===== src/rtl/goldschmidt_ctrl.sv =====
// Sequencer and operand manager for the two-stage Goldschmidt divider datapath.
// It issues D then N to the datapath each iteration and captures the products
// as the next-iteration operands. The final N product is presented on a
// valid/ready handshake.
module goldschmidt_ctrl #(
  parameter int unsigned ITERS = 3
) (
  input  logic        clk,
  input  logic        reset,
  input  logic        start,
  input  logic [15:0] n_in,
  input  logic [15:0] d_in,
  input  logic [15:0] ia_in,
  output logic        busy,
  output logic [15:0] dp_n,
  output logic [15:0] dp_d,
  output logic [15:0] dp_ia,
  output logic        kSelect,
  output logic        ndSelect,
  input  logic [31:0] dp_result,
  output logic        q_valid,
  input  logic        q_ready,
  output logic [31:0] q_out,
  output logic        err
);

  localparam int unsigned ITER_W = (ITERS < 1) ? 1 : $clog2(ITERS + 1);
  localparam logic [ITER_W-1:0] ITER_LAST = ITER_W'(ITERS - 1);

  localparam logic [2:0] IDLE    = 3'd0;
  localparam logic [2:0] ISSUE_D = 3'd1;
  localparam logic [2:0] ISSUE_N = 3'd2;
  localparam logic [2:0] CAP_D   = 3'd3;
  localparam logic [2:0] CAP_N   = 3'd4;
  localparam logic [2:0] DONE    = 3'd5;

  logic [2:0]        state_q, state_d;
  logic [ITER_W-1:0] iter_q, iter_d;
  logic [15:0]       n_q, n_d;
  logic [15:0]       d_q, d_d;
  logic [15:0]       ia_q, ia_d;
  logic [31:0]       q_q, q_d;
  logic              err_q, err_d;
  logic              busy_q, busy_d;
  logic              ksel_q, ksel_d;
  logic              ndsel_q, ndsel_d;
  logic              qv_q, qv_d;

  // Next-state, operand capture and output decode from the next state.
  always_comb begin
    state_d = state_q;
    iter_d  = iter_q;
    n_d     = n_q;
    d_d     = d_q;
    ia_d    = ia_q;
    q_d     = q_q;
    err_d   = err_q;

    case (state_q)
      IDLE: begin
        if (start) begin
          if (d_in != 16'd0) begin
            n_d     = n_in;
            d_d     = d_in;
            ia_d    = ia_in;
            iter_d  = '0;
            err_d   = 1'b0;
            state_d = ISSUE_D;
          end else begin
            q_d     = 32'hFFFF_FFFF;
            err_d   = 1'b1;
            state_d = DONE;
          end
        end
      end
      ISSUE_D: state_d = ISSUE_N;
      ISSUE_N: state_d = CAP_D;
      CAP_D: begin
        d_d     = dp_result[30:15];
        state_d = CAP_N;
      end
      CAP_N: begin
        n_d = dp_result[30:15];
        q_d = dp_result;
        if (iter_q == ITER_LAST) begin
          state_d = DONE;
        end else begin
          iter_d  = iter_q + ITER_W'(1);
          state_d = ISSUE_D;
        end
      end
      DONE: begin
        if (q_ready) state_d = IDLE;
      end
      default: state_d = IDLE;
    endcase

    busy_d  = (state_d != IDLE);
    ndsel_d = (state_d != ISSUE_D);
    ksel_d  = (state_d == ISSUE_D) && (iter_d == '0);
    qv_d    = (state_d == DONE);
  end

  // State and registered outputs; async active-low reset aborts any operation.
  always_ff @(posedge clk or negedge reset) begin
    if (!reset) begin
      state_q <= IDLE;
      iter_q  <= '0;
      n_q     <= '0;
      d_q     <= '0;
      ia_q    <= '0;
      q_q     <= '0;
      err_q   <= 1'b0;
      busy_q  <= 1'b0;
      ksel_q  <= 1'b0;
      ndsel_q <= 1'b1;
      qv_q    <= 1'b0;
    end else begin
      state_q <= state_d;
      iter_q  <= iter_d;
      n_q     <= n_d;
      d_q     <= d_d;
      ia_q    <= ia_d;
      q_q     <= q_d;
      err_q   <= err_d;
      busy_q  <= busy_d;
      ksel_q  <= ksel_d;
      ndsel_q <= ndsel_d;
      qv_q    <= qv_d;
    end
  end

  assign busy     = busy_q;
  assign dp_n     = n_q;
  assign dp_d     = d_q;
  assign dp_ia    = ia_q;
  assign kSelect  = ksel_q;
  assign ndSelect = ndsel_q;
  assign q_valid  = qv_q;
  assign q_out    = q_q;
  assign err      = err_q;

endmodule

===== config.mk =====
export PLATFORM = sky130hd
export DESIGN_NAME = goldschmidt_ctrl
export DESIGN_NICKNAME = d
export VERILOG_FILES = /design/src/rtl/goldschmidt_ctrl.sv
export SDC_FILE = /design/constraint.sdc
export NUM_CORES = 1
export LEC_CHECK = 0
export ABC_CLOCK_PERIOD_IN_PS = 2400
export CAP_MARGIN = 10
export CORE_ASPECT_RATIO = 1.1
export CORE_MARGIN = 2
export CORE_UTILIZATION = 43
export CTS_BUF_LIST = sky130_fd_sc_hd__clkbuf_2 sky130_fd_sc_hd__clkbuf_4 sky130_fd_sc_hd__clkbuf_8
export DETAILED_ROUTE_END_ITERATION = 10
export PLACE_DENSITY = 0.82
export SLEW_MARGIN = 15
export SYNTH_ARGS = -nofsm -noshare
export SYNTH_HDL_FRONTEND = slang
export SYNTH_SLANG_ARGS = --single-unit

===== constraint.sdc =====
create_clock -name clk -period 2.4 [get_ports clk]
set_input_delay 0.24 -clock clk [delete_from_list [all_inputs] [get_ports clk]]
set_output_delay 0.24 -clock clk [all_outputs]
set_load 0.02 [all_outputs]

==> results of run 1 <==
-- stage by stage --
stage          area, um^2  hold slack (ns)  worst slack, ns
2_1_floorplan        3780          -0.0556            0.513
4_1_cts              5850            0.477            0.300
3_3_place_gp         5600            0.343            0.230
6_report             5850            0.466            0.315
5_1_grt              5850            0.479            0.238
3_5_place_dp         5600            0.340            0.197
-- kinds of logic (layout without fill, tap and decap cells) --
family                   after synthesis  after routing  share of synthesized area
AO/OA/AOI/OAI                         92             92                      0.196
flip-flops                            90             90                      0.596
AND/OR/NAND/NOR                       72             72                      0.100
buffers and inverters                 23            200                     0.0374
multiplexers                          16             16                     0.0606
adder cells (fa/ha/maj)                2              2                    0.00662
XOR/XNOR                               1              1                    0.00232
-- routing by layer --
metal	wire, um	part of all wire	track usage	vias up
li1	-	-	-	1429
met1	4430	0.41	0.290	1550
met2	5480	0.50	0.381	116
met3	669	0.061	0.0465	20
met4	306	0.028	0.107	0
met5	0	0	0	-
-- Yosys cell counts (2+ instances only) --
master | n | area, um^2
ha_1 | 2 | 25.0
nor2_1 | 18 | 67.6
buf_2 | 5 | 25.0
nor4_1 | 2 | 12.5
dfrtp_1 | 89 | 2230
inv_1 | 3 | 11.3
nand2_1 | 19 | 71.3
clkbuf_1 | 7 | 26.3
mux2_4 | 13 | 195
or2_2 | 17 | 106
or3_1 | 2 | 12.5
nand3_1 | 3 | 15.0
o221a_2 | 15 | 169
a21oi_1 | 32 | 160
mux2_2 | 3 | 33.8
o21ai_0 | 2 | 10.0
o31ai_1 | 2 | 15.0
nor4_2 | 2 | 25.0
o22a_1 | 32 | 280
buf_6 | 6 | 67.6
-- worst max-delay path by stage --
stage                          from  slack (ns)                    end
2_1_floorplan  state_q[1]$_DFF_PN0_        0.51  dp_ia[10]$_DFFE_PN0P_
3_3_place_gp               d_in[14]        0.23   dp_ia[3]$_DFFE_PN0P_
3_5_place_dp                d_in[2]        0.20   dp_ia[3]$_DFFE_PN0P_
4_1_cts        state_q[2]$_DFF_PN0_        0.30      kSelect$_DFF_PN0_
5_1_grt        state_q[2]$_DFF_PN0_        0.24      kSelect$_DFF_PN0_
6_report       state_q[2]$_DFF_PN0_        0.31      kSelect$_DFF_PN0_
-- power breakdown --
group / switching [mW] / total, mW / leakage, nW / internal [mW]
Combinational: 2.12 / 4.40 / 1.23 / 2.28
Sequential: 0.458 / 2.74 / 1.04 / 2.28
Clock: 0.516 / 1.21 / 0.120 / 0.698
-- final cells by class --
type | count | area [um^2] | share of cell area
clock buffers | 10 | 131 | 0.0225
multi-input cells | 183 | 1380 | 0.237
flip-flops and latches | 90 | 2250 | 0.385
inverters | 3 | 11.3 | 0.00193
well taps | 111 | 139 | 0.0238
clock inverters | 5 | 104 | 0.0178
repair buffers | 182 | 1820 | 0.312
-- worst reg2reg max path, stage by stage, from the launching register on --
cell and delay [ns]:
dfrtp_1 0.51, or3b_2 0.57, buf_4 0.27, or3_1 0.36, a311oi_1 0.27
-- state kept, by name (all words and copies together), names as in the netlist --
register and count:
dp_ia 16, ndSelect 1, dp_d 16, q_valid 1
iter_q 2, q_out 32, busy 1, kSelect 1
err 1, state_q 3, dp_n 16
==> run_results.csv, run 1 <==
group,metric,value,unit
status,status,"complete, no violations",
finish,mostFrequentLayoutCells,"167 x clkdlybuf4s50_1, 89 x dfrtp_1, 32 x a21oi_1, 32 x o22a_1, 19 x nand2_1",
yosys,synth_cell_types,42,
setup_path,critical_path.top_delay_family,"simple AND/OR/NAND/NOR gates",
timing,min_period,2.09,ns
floorplanning,core_area,8450,um^2
cts,clock-sinks,90,
timing,setup_violations,0,
global_routing,grt_max_degree,58,
place,place_inst,568,
setup_path,slowest_delay,0.57,ns
finish,syn2layout_area_growth,54.7,%
cts,ctsHoldBuffers,1,
floorplanning,fp.dieH,102,um
cts,insertion_delay,0.35,ns
setup_path,cp-start-kind,"flip-flop",
yosys,synth_nets,382,
global_routing,grt_usage,0.229,
setup_path,end_kind,"flip-flop",
setup_path,reg2reg_from,"state_q[2]$_DFF_PN0_",
pwr,power.leakage,2.39,nW
pwr,design_power_total,8.35,mW
finish,num_antenna_cells,0,
timing,slew-limit-headroom,0.522,
timing,fmax,0.480,GHz
pwr,ir_worst_vdd,690,uV
cts,post-cts-setup-buffers,0,
finish,drive_gt1_frac,0.182,
global_routing,grt_pass1_wl,16600,um
finish,final_cells,584,
route,wl_per_cell,18.6,um
setup_path,cp_slowest_cell,"or3b_2",
cts,cts.clk_slew.worst_paths,0.09,ns
finish,fill_cells,623,
global_routing,overflow,0,
route,totalWireLength,10900,um
timing,finalSetupTns,0,ns
timing,finalMaxSlewViolations,0,
yosys,seq_area_frac_synth,0.596,
timing,hold_viol_final,0,
cts,cts_tree,"done",
cts,cts_buffer_depth,2,
pwr,p_per_area,1430,nW/um^2
timing,min_period_over_period,0.869,
setup_path,reg2reg_depth,4,
cts,clock-root-buffer,"clkbuf_8",
cts,htreeDepth,3,
timing,rsz0062_at_grt,"false",
setup_path,crit_type,"flip-flop to flip-flop",
timing,tightest_slew,0.717,ns
yosys,synth_seq_cells,90,
floorplanning,pin_count,169,
floorplanning,rows,35,
setup_path,cp_num_buf_inv,1,
floorplanning,start_util,0.447,
setup_path,worstPathMaxFanout,32,
run,cap_viol_max_count,0,
floorplanning,fp.dieW,93.4,um
setup_path,critPathRequiredTime,2.66,ns
yosys,synth_area,3780,um^2
setup_path,path_cells,"or3b_2, buf_4, or3_1, a311oi_1",
yosys,netlist_instances,296,
route,drt_pass1_iterations,4,
place,place_hpwl,8030,um
min_path,hold_class,"input pin to async pin",
yosys,synthFlopType,"dfrtp_1",
yosys,yosysWarnings,0,
setup_path,crit_cells,4,
yosys,synth_edf_count,0,
finish,final_util,0.692,
finish,nNetsFinal,555,
setup_path,crit_arrival,2.35,ns
route,drc,0,
global_routing,antenna_found_initial,0,
route,drt_iter0_drc,159,
place,io_buffers,168,
place,place_congestion,0.843,
setup_path,r2r_slack,0.31,ns
route,viasPerCell,5.33,
yosys,async_flop_share,1.00,
global_routing,grt_pass1_vias,3190,
route,ant_nets,0,
cts,cts_made_buffers,9,
floorplanning,die_area,9550,um^2
cts,ctsResizeCount,0,
timing,fin_skew,0.0160,ns
finish,layout_commonest_cell,"clkdlybuf4s50_1",
route,routed-via-count,3115,
yosys,syn_area_per_cell,12.8,um^2
setup_path,r2r_end,"kSelect$_DFF_PN0_",
No activity file was read; power rests on OpenSTA's default activity.
==> run 2, diff against run 1 <==
CORE_MARGIN = 3   (was 2)
GPL_ROUTABILITY_DRIVEN = 0   (was default)
==> run 2 against run 1 <==
Count of clock-buffer cells in the layout did not move. Critical path depth rose by 1. Via count fell by 0.55%. Highest routed layer unchanged.
==> run_results.csv, run 2 (same netlist as run 1, synthesis figures left out) <==
group,metric,value,unit
status,status,"complete, no violations",
timing,finalWorstSetupSlack,0.350,ns
finish,largest_register_ffs,32,
floorplanning,pin_count,169,
setup_path,cp_slowest_cell,"dfrtp_1",
timing,slew-limit-headroom,0.645,
cts,cts_buffer_depth,2,
cts,clock-root-buffer,"clkbuf_8",
finish,seq_area,2250,um^2
timing,fin_skew,0.00959,ns
finish,multi_input_area,1380,um^2
global_routing,grt_pass1_vias,3271,
timing,min_period,2.05,ns
timing,finalMaxSlewViolations,0,
setup_path,end_kind,"flip-flop",
cts,insertion_delay,0.36,ns
finish,syn2layout_area_growth,52.9,%
setup_path,reg2reg_depth,5,
cts,ctsHoldBuffers,1,
setup_path,crit_start,"state_q[1]$_DFF_PN0_",
cts,htreeDepth,3,
setup_path,r2r_slack,0.35,ns
finish,mostFrequentLayoutCells,"167 x clkdlybuf4s50_1, 89 x dfrtp_1, 32 x a21oi_1, 32 x o22a_1, 19 x nand2_1",
timing,min_period_over_period,0.854,
setup_path,endpoint,"dp_d[9]$_DFFE_PN0P_",
place,dp_slack,0.0868,ns
pwr,p_per_area,1400,nW/um^2
cts,cts_made_buffers,9,
setup_path,path_cells,"or3b_4, a41oi_4, nand2_4, buf_4, o221a_2",
finish,nNetsFinal,554,
finish,fill_cells,652,
cts,cts.clk_slew.worst_paths,0.10,ns
cts,ctsResizeCount,0,
cts,post-cts-setup-buffers,0,
route,totalWireLength,11100,um
timing,rsz0062_at_grt,"false",
timing,finalSetupTns,0,ns
floorplanning,core_area,8450,um^2
route,drt_pass1_iterations,4,
floorplanning,fp.dieH,104,um
global_routing,grt_usage,0.230,
finish,num_antenna_cells,0,
finish,layout_commonest_cell,"clkdlybuf4s50_1",
timing,fmax,0.488,GHz
floorplanning,rows,35,
floorplanning,die_area,9950,um^2
place,io_buffers,168,
run,cap_viol_max_count,0,
cts,clock-sinks,90,
setup_path,slowest_delay,0.49,ns
route,ant_nets,0,
place,place_hpwl,8320,um
timing,hold_viol_final,0,
global_routing,overflow,0,
floorplanning,start_util,0.447,
floorplanning,fp.dieW,95.4,um
setup_path,cp_num_buf_inv,1,
global_routing,grt_pass1_wl,17600,um
setup_path,cp-start-kind,"flip-flop",
timing,setup_violations,0,
route,routed-via-count,3098,
global_routing,grt_max_degree,51,
setup_path,r2r_end,"dp_d[9]$_DFFE_PN0P_",
setup_path,critPathRequiredTime,2.65,ns
route,drc,0,
route,drt_iter0_drc,127,
finish,drive_gt1_frac,0.182,
cts,cts_tree,"done",
pwr,power.leakage,2.35,nW
setup_path,crit_cells,5,
min_path,hold_class,"input pin to async pin",
pwr,ir_worst_vdd,765,uV
route,viasPerCell,5.30,
setup_path,crit_arrival,2.30,ns
setup_path,crit_type,"flip-flop to flip-flop",
global_routing,antenna_found_initial,0,
route,wl_per_cell,19.0,um
setup_path,worstPathMaxFanout,21,
setup_path,reg2reg_from,"state_q[1]$_DFF_PN0_",
timing,tightest_slew,0.533,ns
setup_path,critical_path.top_delay_family,"simple AND/OR/NAND/NOR gates",
[run 2: area by class of cell]
cell class / instances / share of cell area
clock buffer: 10 / 0.0238
sequential: 90 / 0.390
multi-input combinational: 183 / 0.239
inverter: 3 / 0.00195
tap: 111 / 0.0240
clock inverter: 6 / 0.00866
timing repair buffer: 181 / 0.312
[run 2: how the worst min path moves through the flow]
stage	start	to	slack, ns
after CTS	reset	dp_ia[15]$_DFFE_PN0P_	0.40
final	reset	dp_ia[0]$_DFFE_PN0P_	0.38
after global routing	reset	dp_ia[15]$_DFFE_PN0P_	0.43
after floorplan	reset	busy$_DFF_PN0_	-0.06
after global placement	reset	dp_ia[0]$_DFFE_PN0P_	0.24
after detailed placement	reset	dp_d[2]$_DFFE_PN0P_	0.26
[run 2: stage by stage]
step / hold WS [ns] / util / instance area (um^2) / cells / total power, mW
after CTS: 0.398 / 0.684 / 5780 / 584 / 8.19
after floorplan: -0.0556 / - / 3780 / 296 / 5.16
after detailed placement: 0.255 / 0.660 / 5580 / 567 / 7.18
after global placement: 0.245 / 0.660 / 5580 / 567 / 7.01
final: 0.384 / 0.684 / 5780 / 584 / 8.11
after global routing: 0.430 / 0.684 / 5780 / 584 / 8.58
[run 2: layer usage]
metal | GRT usage | up-vias | wire (um)
met5 | 0 | - | 0
met4 | 0.0874 | 0 | 275
met3 | 0.0470 | 17 | 695
met2 | 0.387 | 113 | 5740
met1 | 0.286 | 1534 | 4390
li1 | - | 1434 | -
[run 2: power breakdown]
part / switching [mW] / internal [mW] / leakage (nW)
Sequential: 0.462 / 2.28 / 1.04
Clock: 0.564 / 0.418 / 0.0948
Combinational: 2.12 / 2.27 / 1.22
Total: 3.15 / 4.97 / 2.35
[run 2: worst register-to-register path: cells and delay by family, from the launching register on]
family / cells / cell delay [ns]
AO/OA/AOI/OAI: 2 / 0.50
buffers and inverters: 1 / 0.26
flip-flops: 1 / 0.49
AND/OR/NAND/NOR: 2 / 0.70
==> run 3, diff against run 2 <==
ABC_AREA = 1   (was default)
CORE_UTILIZATION = 44   (was 43)
==> run 3 against run 2 <==
Setup slack gained 0.29 ns. Utilization shrank 1.5 points. Critical path depth grew 1. Critical endpoint is now q_out[18]$_DFFE_PN0P_. Largest power group unchanged.
==> run_results.csv, run 3 <==
group,metric,value,unit
status,status,"complete, no violations",
yosys,ys_top_cells_by_count,"98 x nor2_1, 89 x dfrtp_1, 84 x nand2_1, 42 x inv_1, 22 x a21oi_1",
floorplanning,start_util,0.453,
floorplanning,pin_count,169,
route,totalWireLength,11000,um
cts,clock-root-buffer,"clkbuf_8",
min_path,min_from,"ia_in[3]",
setup_path,worstPathMaxFanout,32,
finish,fill_cells,704,
global_routing,overflow,0,
min_path,min_to,"dp_ia[3]$_DFFE_PN0P_",
cts,htreeDepth,3,
yosys,netlist_instances,433,
yosys,synth-compound-area-share,0.0945,
yosys,synthFlopType,"dfrtp_1",
floorplanning,rows,36,
setup_path,r2r_slack,0.64,ns
yosys,synthSimpleGateAreaFrac,0.262,
setup_path,crit_type,"flip-flop to flip-flop",
floorplanning,core_area,8920,um^2
cts,cts_tree,"done",
route,viasPerCell,4.91,
finish,num_antenna_cells,0,
setup_path,reg2reg_from,"state_q[0]$_DFF_PN0_",
yosys,synth_nets,519,
route,routed-via-count,3522,
finish,nNetsFinal,686,
timing,finalWorstSetupSlack,0.636,ns
timing,rsz0062_at_grt,"false",
setup_path,cp_slowest_cell,"dfrtp_1",
yosys,synth_top_family_by_area,"simple AND/OR/NAND/NOR gates",
setup_path,cp-start-kind,"flip-flop",
finish,drive_gt1_frac,0.118,
timing,fmax,0.567,GHz
route,drt_iter0_drc,248,
yosys,yosys.area_share.adder,0.00619,
setup_path,reg2reg_depth,6,
pwr,power.leakage,2.76,nW
yosys,synthMostInstantiatedCell,"nor2_1",
timing,slew-limit-headroom,0.519,
route,drc,0,
floorplanning,fp.dieW,97.4,um
finish,mostFrequentLayoutCells,"167 x clkdlybuf4s50_1, 98 x nor2_1, 89 x dfrtp_1",
finish,syn2layout_area_growth,47.6,%
timing,finalSetupTns,0,ns
timing,finalMaxSlewViolations,0,
yosys,synth_edf_count,0,
global_routing,grt_pass1_wl,18100,um
global_routing,grt_pass1_vias,3662,
pwr,design_power_total,8.11,mW
min_path,min_delay_path_depth,3,
yosys,syn_area_per_cell,9.33,um^2
timing,min_period,1.76,ns
cts,cts.clk_slew.worst_paths,0.09,ns
yosys,synth_largest_area_cell,"dfrtp_1",
route,wl_per_cell,15.3,um
place,io_buffers,168,
setup_path,path_cells,"nor2_2, nand2_2, inv_2, a31oi_4, buf_4, a21oi_1",
setup_path,r2r_end,"q_out[18]$_DFFE_PN0P_",
setup_path,crit_arrival,1.98,ns
yosys,synth_cell_types,29,
setup_path,end_kind,"flip-flop",
finish,layout_commonest_cell,"clkdlybuf4s50_1",
floorplanning,fp.dieH,107,um
pwr,p_per_area,1360,nW/um^2
timing,hold_viol_final,0,
finish,largest_register_ffs,32,
yosys,yosysWarnings,0,
yosys,synth_seq_cells,90,
yosys,synth_xor_area_frac,0,
min_path,hold_class,"input pin to flip-flop",
timing,fin_skew,0.0116,ns
place,place_hpwl,8290,um
route,drt_pass1_iterations,4,
place,dp_slack,0.430,ns
global_routing,antenna_found_initial,0,
place,dpl_cell_area,5750,um^2
cts,post-cts-setup-buffers,0,
global_routing,grt_max_degree,57,
yosys,synth_top_area_frac,0.551,
timing,setup_violations,0,
pwr,ir_worst_vdd,662,uV
yosys,synth_area,4040,um^2
timing,min_period_over_period,0.735,
setup_path,critPathRequiredTime,2.61,ns
floorplanning,die_area,10400,um^2
cts,cts_made_buffers,9,
yosys,async_flop_share,1.00,
setup_path,slowest_delay,0.44,ns
route,ant_nets,0,
yosys,synthMuxAreaShare,0,
yosys,seq_area_frac_synth,0.558,
run,cap_viol_max_count,0,
finish,finalInstanceArea,5960,um^2
cts,cts_buffer_depth,2,
timing,whs,0.419,ns
cts,insertion_delay,0.35,ns
cts,clock-sinks,90,
timing,tightest_slew,0.721,ns
global_routing,grt_usage,0.217,
yosys,synth.area.top_cells,"dfrtp_1 55%, nor2_1 9.1%, nand2_1 7.8%",
[run 3: worst max-delay path, delay by kind of cell (launching register included)]
kind / cells / cell delay, ns
buffers and inverters: 2 / 0.60
and+or+nand+nor: 2 / 0.27
AOI/OAI and AO/OA: 2 / 0.31
DFF: 1 / 0.44
[run 3: area by class of cell]
type,instances,area (um^2),area share
inverter,45,170,0.0285
tap,114,143,0.0239
timing repair buffer,173,1730,0.290
clock inverter,4,52.6,0.00881
multi-input combinational,281,1470,0.246
clock buffer,11,145,0.0243
sequential,90,2250,0.378
[run 3: cell families (layout without fill, tap and decap cells)]
group                    after synthesis  count (layout)
AND/OR/NAND/NOR                      230             230
adder cells (fa/ha/maj)                2               2
flip-flops                            90              90
buffers and inverters                 62             233
AO/OA/AOI/OAI                         49              49
[run 3: where the power goes]
group	internal [mW]	switching, mW
Sequential	2.26	0.430
Clock	0.516	0.520
Combinational	1.97	2.41
Total	4.75	3.36
[run 3: timing repair]
item / 4_1_cts / 5_1_grt
resized for setup: 0 / 0
hold buffers: 1 / 0
hold endpoints to repair: 54 / 0
[run 3: through the flow]
stage | cells | utilization
6_report | 718 | 0.668
5_1_grt | 718 | 0.668
4_1_cts | 718 | 0.668
3_5_place_dp | 702 | 0.645
3_3_place_gp | 702 | 0.645
2_1_floorplan | 433 | -
[run 3: worst max-delay path by stage]
| stage | slack [ns] | endpoint | cells after the start | from |
|---|---|---|---|---|
| after global routing | 0.45 | q_out[11]$_DFFE_PN0P_ | 6 | state_q[0]$_DFF_PN0_ |
| after global placement | 0.49 | dp_n[0]$_DFFE_PN0P_ | 9 | d_in[9] |
| after detailed placement | 0.43 | dp_n[12]$_DFFE_PN0P_ | 9 | d_in[9] |
| final | 0.64 | q_out[18]$_DFFE_PN0P_ | 6 | state_q[0]$_DFF_PN0_ |
| after CTS | 0.59 | q_out[18]$_DFFE_PN0P_ | 6 | state_q[0]$_DFF_PN0_ |
| after floorplan | 1.08 | dp_n[10]$_DFFE_PN0P_ | 7 | state_q[0]$_DFF_PN0_ |
[run 3: metal layers]
metal,vias up,part of all wire,GRT usage
li1,1693,-,-
met1,1671,0.40,0.277
met2,140,0.50,0.362
met3,18,0.072,0.0512
met4,0,0.023,0.0742
met5,-,0,0
